`config.mk`:
```
export PLATFORM = sky130hd
export DESIGN_NAME = spi_flash_arbiter
export DESIGN_NICKNAME = d
export VERILOG_FILES = /design/src/rtl/spi_flash_arbiter.sv
export SDC_FILE = /design/constraint.sdc
export NUM_CORES = 1
export LEC_CHECK = 0
export CORE_UTILIZATION = 40
export DETAILED_ROUTE_END_ITERATION = 6
export GPL_TIMING_DRIVEN = 0
export HOLD_SLACK_MARGIN = 0.06
export PLACE_DENSITY_LB_ADDON = 0.15
export SLEW_MARGIN = 20
export SYNTH_ARGS = -nofsm -noshare
export SYNTH_HDL_FRONTEND = slang
export SYNTH_SLANG_ARGS = --single-unit
export TNS_END_PERCENT = 100
```
`constraint.sdc`:
```
create_clock -name clk_usb -period 2.04 [get_ports clk_usb]
set_input_delay 0.612 -clock clk_usb [delete_from_list [all_inputs] [get_ports clk_usb]]
set_output_delay 0.612 -clock clk_usb [all_outputs]
set_load 0.02 [all_outputs]
```
`src/rtl/spi_flash_arbiter.sv`:
```
// Two-port arbiter for the shared configuration SPI flash: whole-frame grants, CS-high gap, idle watchdog.
// Grant lands one cycle after the request sample; SPI pins are 1-cycle registered copies of the owner; losers wait.
module spi_flash_arbiter #(
  parameter int unsigned CS_GAP  = 4,
  parameter int unsigned TIMEOUT = 65535
) (
  input  logic clk_usb,
  input  logic reset_n,
  input  logic m0_req,
  output logic m0_gnt,
  input  logic m0_cs,
  input  logic m0_sck,
  input  logic m0_mosi,
  output logic m0_miso,
  input  logic m1_req,
  output logic m1_gnt,
  input  logic m1_cs,
  input  logic m1_sck,
  input  logic m1_mosi,
  output logic m1_miso,
  output logic spi_cs,
  output logic spi_sck,
  output logic spi_mosi,
  input  logic spi_miso,
  output logic owner,
  output logic busy,
  output logic timeout_err
);

  typedef enum logic [1:0] {IDLE, OWN0, OWN1, GAP} state_t;

  localparam logic [7:0]  GAP_LAST = 8'(CS_GAP - 1);
  localparam logic [15:0] WD_LAST  = 16'(TIMEOUT - 1);
  localparam logic        WD_EN    = (TIMEOUT != 0);

  state_t      state;
  logic        last_served;
  logic [7:0]  gap_cnt;
  logic [15:0] wd_cnt;
  logic        lock0;
  logic        lock1;

  logic own_req;
  logic own_cs;
  logic own_sck;
  logic own_mosi;
  logic elig0;
  logic elig1;
  logic rel_norm;
  logic wd_fire;

  // Only the current owner's pins are ever looked at; everything else is ignored.
  always_comb begin
    own_req  = 1'b0;
    own_cs   = 1'b1;
    own_sck  = 1'b0;
    own_mosi = 1'b0;
    if (state == OWN0) begin
      own_req  = m0_req;
      own_cs   = m0_cs;
      own_sck  = m0_sck;
      own_mosi = m0_mosi;
    end else if (state == OWN1) begin
      own_req  = m1_req;
      own_cs   = m1_cs;
      own_sck  = m1_sck;
      own_mosi = m1_mosi;
    end
  end

  assign elig0    = m0_req & ~lock0;
  assign elig1    = m1_req & ~lock1;
  assign rel_norm = ~own_req & own_cs;
  assign wd_fire  = WD_EN & own_cs & (wd_cnt == WD_LAST);

  assign m0_miso = m0_gnt & spi_miso;
  assign m1_miso = m1_gnt & spi_miso;
  assign busy    = (state != IDLE);

  always_ff @(posedge clk_usb or negedge reset_n) begin
    if (!reset_n) begin
      state       <= IDLE;
      last_served <= 1'b1;
      gap_cnt     <= 8'd0;
      wd_cnt      <= 16'd0;
      lock0       <= 1'b0;
      lock1       <= 1'b0;
      m0_gnt      <= 1'b0;
      m1_gnt      <= 1'b0;
      owner       <= 1'b0;
      spi_cs      <= 1'b1;
      spi_sck     <= 1'b0;
      spi_mosi    <= 1'b0;
      timeout_err <= 1'b0;
    end else begin
      timeout_err <= 1'b0;
      if (!m0_req) lock0 <= 1'b0;
      if (!m1_req) lock1 <= 1'b0;

      case (state)
        IDLE: begin
          spi_cs   <= 1'b1;
          spi_sck  <= 1'b0;
          spi_mosi <= 1'b0;
          gap_cnt  <= 8'd0;
          wd_cnt   <= 16'd0;
          // Round-robin on a tie: the port that was not served last wins.
          if (elig0 && (!elig1 || last_served)) begin
            state  <= OWN0;
            m0_gnt <= 1'b1;
            owner  <= 1'b0;
          end else if (elig1) begin
            state  <= OWN1;
            m1_gnt <= 1'b1;
            owner  <= 1'b1;
          end
        end

        OWN0, OWN1: begin
          if (rel_norm || wd_fire) begin
            state       <= GAP;
            m0_gnt      <= 1'b0;
            m1_gnt      <= 1'b0;
            last_served <= (state == OWN1);
            spi_cs      <= 1'b1;
            spi_sck     <= 1'b0;
            spi_mosi    <= 1'b0;
            gap_cnt     <= 8'd0;
            wd_cnt      <= 16'd0;
            // A clean release wins over an expiry landing on the same cycle.
            if (!rel_norm) begin
              timeout_err <= 1'b1;
              if (state == OWN1) lock1 <= 1'b1;
              else               lock0 <= 1'b1;
            end
          end else begin
            spi_cs   <= own_cs;
            spi_sck  <= own_sck;
            spi_mosi <= own_mosi;
            if (!own_cs)
              wd_cnt <= 16'd0;
            else if (WD_EN)
              wd_cnt <= wd_cnt + 16'd1;
          end
        end

        GAP: begin
          spi_cs   <= 1'b1;
          spi_sck  <= 1'b0;
          spi_mosi <= 1'b0;
          if (gap_cnt == GAP_LAST) begin
            state   <= IDLE;
            gap_cnt <= 8'd0;
          end else begin
            gap_cnt <= gap_cnt + 8'd1;
          end
        end

        default: state <= IDLE;
      endcase
    end
  end

endmodule

```
# Word level (Yosys, flattened, before mapping)
# Cells that the tools add are included.
# totals
register_bits	36
in_bits	11
out_inout_bits	10
elab_cells	95
# op_classes
n_addsub	2
n_eq_ne	11
n_mux	45
bitwise_logic	9
reduce_logical	15
# ops
op	n
two-way mux 16 bit	2
case mux 16 bit (2 select lines)	1
two-way mux 1 bit	29
case mux 8 bit (3 select lines)	1
adder 16 x 1 -> 16 bit, second input constant	1
equality test 16 bit, second input constant	1
two-way mux 8 bit	2
inequality test 2 bit, second input constant	5
case mux 1 bit (2 select lines)	5
adder 8 x 1 -> 8 bit, second input constant	1
equality test 8 x 2 -> 1 bit, second input constant	1
two-way mux 2 bit	4
bitwise AND 1 bit	6
case mux 2 bit (3 select lines)	1
AND reduction 3 bit	2
nonzero test 2 bit	3
equality test 2 bit, second input constant	2
AND reduction 2 bit	2
AND reduction 4 bit	1
OR reduction 2 bit	2
inequality test 3 bit, second input constant	1
NOT 1 bit	3
equality test 2 x 1 -> 1 bit, second input constant	1
zero test 2 bit	1
3 further kinds	4

# Depth between registers and ports, before layout
# depth
depth_word	8
depth_mapped	9
ltp_nobuf	7

# Worst setup path before layout
# OpenSTA, ideal clock, no wires.
# synth_timing
path_kind	flip-flop to flip-flop
start	register state[0]
end	register wd_cnt[4]
setup_time_ps	95
t_arrival_ps	1891
required_ps	1945
path_slack_ps	53
path_stages_with_launch	9
n_path_buf	1
period_less_slack_ps	1987
path_cell_list	dfrtp_1 inv_1 ha_1 inv_1 or3_1 clkbuf_1 nor3_2 nand2b_1 o31ai_1
# synth_via
elab_chain_cells	8
word_cells_on_any_way	16
classes_between	eq/ne: 2; mux: 7; bitwise: 3; reduce/logical: 4
# synth_rtl
element	line_no	text
from (decl)	36	state_t state;
from (signal assigned)	82	state <= IDLE;
from (signal assigned)	109	state <= OWN0;
from (signal assigned)	113	state <= OWN1;
equality test 2 bit	63, 100	
two-way mux 1 bit	63	end else if (state == OWN1) begin
two-way mux 1 bit	58	if (state == OWN0) begin
NOT 1 bit	73	assign rel_norm = ~own_req & own_cs;
bitwise AND 1 bit	73	
logical OR 1 bit	120	if (rel_norm || wd_fire) begin
two-way mux 16 bit	120	
case mux 16 bit (2 select lines)	100	case (state)
to (signal assigned)	143	wd_cnt <= wd_cnt + 16'd1;
to (decl)	39	logic [15:0] wd_cnt;
# Several ways; a longest one is shown, not always the timed one.
# A chain may end at the register's enable or synchronous reset.

# Worst setup path in the final report
# layout_timing
start	register state[1]
end	register wd_cnt[3]
# The elaborated chain is that of the path after synthesis.

==> impl_metrics.ini <==
[placed_design]
port_buffers = 20
placed_cell_area_um2 = 2310
pre_cts_slack_ns = -0.465
gp_congestion = 0.765
dp_hpwl_mm = 2.83

[pwr]
p_leak_nw = 1.11
ir_drop_uv = 482
power_density_nw_per_um2 = 1200
total_power_mw = 3.14

[logic_synthesis]
synth_edf_count = 0
synth_top_cell_area_share_pct = 42.5
synthFlopType = dfrtp_1
synth_xor_xnor_area_share_pct = 4.81
synth.area.top_cells = dfrtp_1 (42%), ha_1 (6.2%), nor2_1 (4.7%)
synthMuxAreaShare_pct = 1.56
synth_compound_area_share_pct = 15.3
synth_common_cells = dfrtp_1 (34), nor2_1 (25), nand3_1 (12)
synth_area_um2 = 2000
synth_cell_type_count = 44
yosysMostFrequentCell = dfrtp_1
synth_top_area_cell = dfrtp_1
postSynthAreaPerCell_um2 = 9.97
synth_fp_nets = 222
synthesis.instances = 201
synth_adder_area_share_pct = 6.25
yosys.area_share.simple_pct = 23.9
synth_seq_cells = 36
ys_seq_area_share_pct = 45.1
synth_top_family_by_area = simple AND/OR/NAND/NOR gates
synthArstFlopShare_pct = 100
ys_warn_count = 0

[die]
die-area_um2 = 5290
start_util_pct = 41.9
core.rowCount = 25
core_um2 = 4790
fp.dieH_um = 72.8
dieWidth_um = 72.8
ioPinCount = 21

[sta]
skew_ns = 0.00963
rsz0062_at_grt = yes
fmax_mhz = 498
finalHoldViolCount = 0
finalSetupTns_ns = 0
post-route-period-util_pct = 98.4
finalMaxSlewViolations = 0
fin_ws_ns = 0.0318
fin_crit_ns = 2.01
tightest_slew_ns = 0.518
setup_viol = 0
slew_headroom_pct = 65.3

[global_routing]
track_usage_pct = 17.2
grt_max_degree = 22
antenna_found_initial = 0
grt_pass1_wl_mm = 7.05
grt_overflow_total = 0
grt_pass1_vias = 1484

[clocking]
clk_latency_ns = 0.28
cts_tree = yes
cts_max_level = 2
clk_pin_slew_worst_paths_ns = 0.08
cts_buffers = 5
clockRootBuffer = clkbuf_8
cts_hold_buf = 0
cts_buffer_depth = 2
cts.sinks = 36

[detailed_routing]
drc = 0
drt_iter0_markers = 71
drtPass1Iterations = 4
via_count = 1610
post_drt_wl_per_cell_um = 13.9
viasPerCell = 5.28
drtAntennaViolNets = 0
finalWirelength_mm = 4.24

[critical_path]
arrival_ns = 2.20
cp.required_ns = 2.23
critPathKind = reg2reg
cp-end-kind = flip-flop
cp-start-kind = flip-flop
path_cells = buf_6, ha_4, nor3b_4, or3_4, nor3_4, buf_6, nand2b_4, o31ai_2
slowest_delay_ns = 0.43
cpMostUsedCell = buf_6
critPathSlowestCell = or3_4
cp_max_fo = 5

[cells_and_area]
drive_above_1_share_pct = 25.2
synthToLayoutAreaGrowth_pct = 30.9
design_area_um2 = 2620
final_util_pct = 54.8
diodes = 0
num-nets-final = 259

[worst_hold_path]
hold_path.class = in2async

[outcome]
status = finished clean

[flow_run]
max_cap_viol_count = 0
==> per-layer routing <==
layer | wire length (µm) | global-route usage (%)
met5 | 0 | 0
met4 | 40 | 5.23
met3 | 194 | 3.31
met2 | 2000 | 26.9
met1 | 2010 | 24.1
==> cell type report <==
class                   instances  area, µm²
multi-input cells             151       1190
inverters                       9       36.3
clock buffers                   6       72.6
well taps                      67       83.8
repair buffers                 31        299
plain buffers                   4       30.0
fillers                       422       2160
clock inverters                 1       5.00
flip-flops and latches         36        905
==> power by group <==
part | leakage (nW) | switching, mW | internal [mW]
clock | 0.0410 | 0.246 | 0.232
sequential | 0.484 | 0.0881 | 0.834
combinational | 0.588 | 0.940 | 0.802
total | 1.11 | 1.27 | 1.87
==> cells in the final DEF (no fill, tap or decap), drive strengths merged, types with 4 or more instances in the layout <==
cell type,instances
and3,4
buf,17
clkbuf,7
clkdlybuf4s50,15
dfrtp,34
ha,10
inv,9
nand2,10
nand2b,4
nand3,12
nand4,7
nor2,25
nor2b,6
o21ai,18
o31ai,8
xor2,10
==> flip-flops by register name, summed over array words and instances (netlist names) <==
name / count
gap_cnt: 8
last_served: 1
lock0: 1
lock1: 1
m0_gnt: 1
m1_gnt: 1
owner: 1
spi_cs: 1
spi_mosi: 1
spi_sck: 1
state: 2
timeout_err: 1
wd_cnt: 16
==> stage by stage <==
stage                     instances  hold WS, ns
after CTS                       300        0.275
after floorplan                 201        0.316
after global placement          288        0.486
after detailed placement        289        0.491
final                           305        0.267
after global routing            305        0.278
==> worst paths after layout <==
| check | from | endpoint | slack [ns] | cells past startpoint |
|---|---|---|---|---|
| setup / recovery | state[1] | wd_cnt[3] | 0.03 | 8 |
| hold / removal | reset_n | wd_cnt[0] | 0.27 | 1 |
| setup reg to reg | state[1] | wd_cnt[3] | 0.03 | 8 |
| hold reg to reg | gap_cnt[6] | gap_cnt[6] | 0.51 | 1 |
| max in group asynchronous | reset_n | spi_cs | 1.25 | 2 |
| min in group clk_usb | gap_cnt[6] | gap_cnt[6] | 0.51 | 1 |
==> critical path: cells and delay by family (launching register included) <==
kind / cells / cell delay (ns)
flip-flops: 1 / 0.41
AND/OR/NAND/NOR: 4 / 0.89
AO/OA/AOI/OAI: 1 / 0.18
adder cells (fa/ha/maj): 1 / 0.15
buffers and inverters: 2 / 0.28
==> what timing repair did <==
action | 4_1_cts | 5_1_grt
cloned | 0 | 1
endpoints found under the setup margin | 35 | 30
pin swaps | 3 | 3
resized for setup | 21 | 30
setup buffers | 5 | 4
==> kinds of logic after synthesis <==
kind of cell               count (synthesis)
buffers and inverters                     14
muxes                                      3
and+or+nand+nor                           86
DFF                                       36
xor gates and xnor gates                  11
AOI/OAI and AO/OA                         41
adders and majority gates                 10
(Power assumes the default switching activity.)
